**config.mk**
```make
export PLATFORM = sky130hd
export DESIGN_NAME = ring_buffer_ovw
export DESIGN_NICKNAME = d
export VERILOG_FILES = /design/src/rtl/ring_buffer_ovw.sv
export SDC_FILE = /design/constraint.sdc
export NUM_CORES = 1
export LEC_CHECK = 0
export CAP_MARGIN = 25
export CELL_PAD_IN_SITES_DETAIL_PLACEMENT = 0
export CELL_PAD_IN_SITES_GLOBAL_PLACEMENT = 1
export CORE_ASPECT_RATIO = 1.1
export CORE_UTILIZATION = 30
export CTS_CLUSTER_SIZE = 12
export DETAILED_ROUTE_END_ITERATION = 16
export PLACE_DENSITY_LB_ADDON = 0.12
export SETUP_SLACK_MARGIN = 0.3
export SYNTH_ARGS = -nofsm -noshare
export SYNTH_HDL_FRONTEND = slang
export SYNTH_SLANG_ARGS = --single-unit
export TNS_END_PERCENT = 30
```
**constraint.sdc**
```tcl
create_clock -name clk -period 2.3 [get_ports clk]
set_input_delay 0.575 -clock clk [delete_from_list [all_inputs] [get_ports clk]]
set_output_delay 0.575 -clock clk [all_outputs]
set_load 0.005 [all_outputs]
```
**src/rtl/ring_buffer_ovw.sv**
```systemverilog
// ring_buffer_ovw
//   Parametrised FIFO ring buffer with arbitrary (non power-of-two) depth,
//   occupancy count, almost-full/almost-empty thresholds, sticky
//   overflow/underflow errors, synchronous flush and an optional
//   overwrite-oldest mode for writes to a full buffer.
// Ports:
//   clk, rst          rising-edge clock, asynchronous active-high reset
//   flush             synchronous clear of pointers and count
//   clr_err           synchronous clear of overflow/underflow (set wins)
//   wr_en, data_in    write request and data
//   rd_en             read request
//   data_out          registered read data, rd_valid pulses when updated
//   count             occupancy 0..DEPTH
//   full, empty, almost_full, almost_empty   decoded from count
//   overflow, underflow                      sticky error flags
//   dropped           pulse: oldest entry discarded by an overwrite
module ring_buffer_ovw #(
  parameter int DATA_WIDTH = 8,
  parameter int DEPTH      = 4,
  parameter int AF_LEVEL   = DEPTH - 1,
  parameter int AE_LEVEL   = 1,
  parameter int OVERWRITE  = 0
) (
  input  logic                         clk,
  input  logic                         rst,
  input  logic                         flush,
  input  logic                         clr_err,
  input  logic                         wr_en,
  input  logic [DATA_WIDTH-1:0]        data_in,
  input  logic                         rd_en,
  output logic [DATA_WIDTH-1:0]        data_out,
  output logic                         rd_valid,
  output logic [$clog2(DEPTH+1)-1:0]   count,
  output logic                         full,
  output logic                         empty,
  output logic                         almost_full,
  output logic                         almost_empty,
  output logic                         overflow,
  output logic                         underflow,
  output logic                         dropped
);

  localparam int PW = $clog2(DEPTH);
  localparam int CW = $clog2(DEPTH + 1);
  localparam logic [PW-1:0] LAST_PTR = PW'(DEPTH - 1);
  localparam logic [CW-1:0] DEPTH_C  = CW'(DEPTH);
  localparam bit            OVW      = (OVERWRITE != 0);

  logic [DATA_WIDTH-1:0] mem [DEPTH];
  logic [PW-1:0]         wr_ptr;
  logic [PW-1:0]         rd_ptr;

  logic is_full;
  logic is_empty;
  logic rd_acc;
  logic wr_acc;
  logic ovw_drop;
  logic wr_rej;
  logic rd_rej;

  // Explicit wrap at DEPTH-1 so non power-of-two depths stay in range.
  function automatic logic [PW-1:0] next_ptr(input logic [PW-1:0] p);
    return (p == LAST_PTR) ? '0 : p + PW'(1);
  endfunction

  always_comb begin
    is_full  = (count == DEPTH_C);
    is_empty = (count == '0);
    rd_acc   = rd_en & ~flush & ~is_empty;
    // A full buffer still takes a write when a read frees a slot this cycle.
    wr_acc   = wr_en & ~flush & (~is_full | OVW | rd_acc);
    ovw_drop = wr_acc & is_full & ~rd_acc;
    wr_rej   = wr_en & ~flush & is_full & ~wr_acc;
    rd_rej   = rd_en & ~flush & is_empty;
  end

  always_ff @(posedge clk) begin
    if (wr_acc) mem[wr_ptr] <= data_in;
  end

  always_ff @(posedge clk or posedge rst) begin
    if (rst) begin
      wr_ptr    <= '0;
      rd_ptr    <= '0;
      count     <= '0;
      data_out  <= '0;
      rd_valid  <= 1'b0;
      dropped   <= 1'b0;
      overflow  <= 1'b0;
      underflow <= 1'b0;
    end else begin
      rd_valid <= rd_acc;
      dropped  <= ovw_drop;

      if (rd_acc) data_out <= mem[rd_ptr];

      if (flush) begin
        wr_ptr <= '0;
        rd_ptr <= '0;
        count  <= '0;
      end else begin
        if (wr_acc) wr_ptr <= next_ptr(wr_ptr);
        if (rd_acc || ovw_drop) rd_ptr <= next_ptr(rd_ptr);
        // An overwrite replaces an entry, so it does not change occupancy.
        case ({wr_acc & ~ovw_drop, rd_acc})
          2'b10:   count <= count + CW'(1);
          2'b01:   count <= count - CW'(1);
          default: count <= count;
        endcase
      end

      if (wr_rej)       overflow <= 1'b1;
      else if (clr_err) overflow <= 1'b0;

      if (rd_rej)       underflow <= 1'b1;
      else if (clr_err) underflow <= 1'b0;
    end
  end

  assign full         = (count == DEPTH_C);
  assign empty        = (count == '0);
  assign almost_full  = (int'(count) >= AF_LEVEL);
  assign almost_empty = (int'(count) <= AE_LEVEL);

endmodule

```
==> parameters.txt <==
Parameter                              Value

Timing
  Final sum of negative setup slack    0 ns
  Crit path setup slack, layout    0.255 ns
  Final critical-path required period    2.05 ns
  Setup-failing EPs final    0
  Highest achievable clock rate    between 0.4 and 0.5 GHz
  Unrepaired setup endpoints after global routing    true
  Final Hold Violating Endpoints    0
  Count of pins over their slew limit    0
  Largest clock skew in the final design    roughly 0.0057 ns
  Fin crit share    88.9%

Routing
  Via count    1264
  First-pass iteration count of the detailed router    4
  Remaining antenna violation count    0
  Via density    4.56
  Starting DRT DRC Count    47
  Wire length per cell after detailed routing    ~14 um
  Total wire length after detailed routing    3890 um
  Total DRC errors in the routed layout    0

Layout
  Layout-stage area growth over the synthesis result    31.0%
  Filler Cells Inserted    between 600 and 700
  Most frequent cells in the layout    sky130_fd_sc_hd__edfxtp_1 (32), sky130_fd_sc_hd__clkdlybuf4s50_1 (28), sky130_fd_sc_hd__buf_4 (21)
  Total number of nets in the final design    roughly 220
  Most common cell after layout, fill and taps aside    sky130_fd_sc_hd__edfxtp_1
  Ratio of cells with drive above 1 in the final layout    27.6%
  Final Instance Area    2840 sq um
  Number of antenna diodes    0

Logic synthesis
  Area share of the largest cell type after synthesis    around 44%
  Flip-flop and latch count after synthesis    51
  Netlist area before placement    2170 sq um
  Post-synthesis net count    160
  Number of instances in the synthesized netlist    approximately 140
  Register area share after synthesis    66.3%
  Area contributors post-synth    sky130_fd_sc_hd__edfxtp_1 (44%), sky130_fd_sc_hd__dfrtp_1 (22%), sky130_fd_sc_hd__mux4_2 (8.3%)
  Dominant cell type by area after synthesis    sky130_fd_sc_hd__edfxtp_1
  Number of warnings printed during yosys synthesis    0
  EDFF count, synth    32
  Fraction of synthesis flops using an asynchronous set or reset pin    37.3%
  Number of library cell types mapped by synthesis    27
  Post-synth top flop    sky130_fd_sc_hd__edfxtp_1
  Synthesized area per cell    15.9 sq um

Global route
  Global-route congestion overflow total    0
  Maximum number of pins on one net before global-route repair    20
  Number of global-route vias before repair    approximately 1300
  Antenna violations before repair    0
  Tot GR Track Use    a little under an eighth
  First-pass GRT wire length    6760 um

Floorplanning
  Die span in y    ~90 um
  Full die area    approximately 7600 sq um
  Initial core utilization    30.9%
  Die X-Extent    83.0 um
  Placeable core area    7010 sq um
  I/O pins    33
  Number of cell rows    32

Power
  Power per cell area    approximately 940 nW/um^2
  Standby leakage power    1.11 nW
  Maximum resistive drop on vdd    380 uV

Placement
  Final weighted congestion of routability-driven global placement    0.742
  Worst setup slack before clock tree synthesis    0.126 ns
  Cell area reported after detailed placement    2680 sq um
  Sum of net half-perimeters after detailed placement    about 2900 um
  # port buffers    32

CTS
  TritonCTS clock tree    yes
  CTS max path bufs    2
  CTS clk-pin slew, worst paths    ~0.08 ns
  H-Tree Level Count    2
  Total clock buffers created by CTS    5
  Root buffer selected by CTS    sky130_fd_sc_hd__clkbuf_8
  Latest clock arrival within the worst-skew pair    0.29 ns
  TritonCTS sink count    51

Worst hold path
  Type of the worst min-delay path    reg -> reg

Worst setup path
  Signal arrival time at the worst endpoint    1.47 ns
  Type of destination of the critical path    output port
  Endpoint of the most critical register-to-register path    count[2]
  Critical path origin    count[0]
  Path depth of the worst reg2reg path    7
  R2r setup slk    0.53 ns
  Type of origin of the critical path    flip-flop
  CP Capture Point    almost_full
  Worst reg2reg startpoint    count[0]
  Type of the worst setup path    reg -> out
  Data required time at the worst endpoint    1.73 ns
  Crit path max fanout    3

Flow run
  Max-cap violations    0

Outcome
  Status    complete, no violations
power by group:
group | switching (mW) | internal (mW) | leakage (nW)
sequential | 0.0874 | 1.10 | 0.532
combinational | 0.349 | 0.577 | 0.527
clock | 0.269 | 0.274 | 0.0505
worst max-delay path, stage by stage (launching register included):
cell and delay (ns):
sky130_fd_sc_hd__dfrtp_1 0.41, sky130_fd_sc_hd__buf_4 0.15, sky130_fd_sc_hd__ha_1 0.19, sky130_fd_sc_hd__ha_1 0.17, sky130_fd_sc_hd__nor2_1 0.07, sky130_fd_sc_hd__o21ai_1 0.07
sky130_fd_sc_hd__clkbuf_2 0.11
layer usage:
| metal | GRT usage (%) | part of all wire, % | vias up | wire length, um |
|---|---|---|---|---|
| li1 | - | - | 606 | - |
| met1 | 15.4 | 45 | 629 | 1760 |
| met2 | 18.9 | 50 | 23 | 1950 |
| met3 | 2.82 | 3.1 | 6 | 122 |
| met4 | 4.31 | 1.6 | 0 | 62 |
| met5 | 0 | 0 | - | 0 |
through the flow:
stage / hold WS, ns / std cells / util [%] / total power [mW]
final: 0.501 / 277 / 40.5 / 2.66
after global routing: 0.524 / 277 / 40.5 / 2.84
after CTS: 0.509 / 277 / 40.5 / 2.71
after detailed placement: 0.488 / 264 / 38.3 / 2.09
after global placement: 0.490 / 264 / 38.3 / 2.09
after floorplan: 0.489 / 136 / - / 1.65
worst min path at each step:
| stage | startpoint | endpoint | slack, ns | cells past startpoint |
|---|---|---|---|---|
| floorplan | overflow | overflow | 0.49 | 1 |
| global placement | overflow | overflow | 0.49 | 1 |
| detailed placement | underflow | underflow | 0.49 | 1 |
| CTS | underflow | underflow | 0.51 | 1 |
| global route | underflow | underflow | 0.52 | 1 |
| finish | underflow | underflow | 0.50 | 1 |
cell usage after synthesis, types with 3 or more instances:
master,count
sky130_fd_sc_hd__and2_1,4
sky130_fd_sc_hd__dfrtp_1,19
sky130_fd_sc_hd__inv_1,10
sky130_fd_sc_hd__edfxtp_1,32
sky130_fd_sc_hd__nor2_1,9
sky130_fd_sc_hd__mux2_2,8
sky130_fd_sc_hd__nor2b_1,3
sky130_fd_sc_hd__a21oi_1,3
sky130_fd_sc_hd__ha_1,10
sky130_fd_sc_hd__xnor2_1,3
sky130_fd_sc_hd__mux4_2,8
sky130_fd_sc_hd__nand2_1,6
sky130_fd_sc_hd__a32o_1,3
kinds of logic after synthesis:
| logic type | synth area share (%) |
|---|---|
| other cells | 0.173 |
| mux | 13.4 |
| xor+xnor | 1.21 |
| compound gates | 4.91 |
| simple gates | 5.14 |
| buf+inv | 3.06 |
| fa+ha+maj | 5.78 |
| flops | 66.3 |
final cells by class:
cell class / instances / area [sq um] / share of cell area (%)
sequential: 51 / 1440 / 50.6
clock buffer: 7 / 96.3 / 3.40
multi-input combinational: 70 / 681 / 24.0
clock inverter: 1 / 7.51 / 0.265
tap: 85 / 106 / 3.75
inverter: 10 / 37.5 / 1.32
timing repair buffer: 53 / 473 / 16.7
flip-flops by register name, summed over array words and instances (netlist names):
signal / count
mem: 32
rd_valid: 1
count: 3
overflow: 1
data_out: 8
wr_ptr: 2
underflow: 1
dropped: 1
rd_ptr: 2
what timing repair did:
item,CTS,global route
resized for setup,10,4
endpoints found under the setup margin,4,3
hold buffers,0,0
pin swaps,0,1
buffers inserted,5,0
Note: power is estimated with default switching activity, not from simulation.
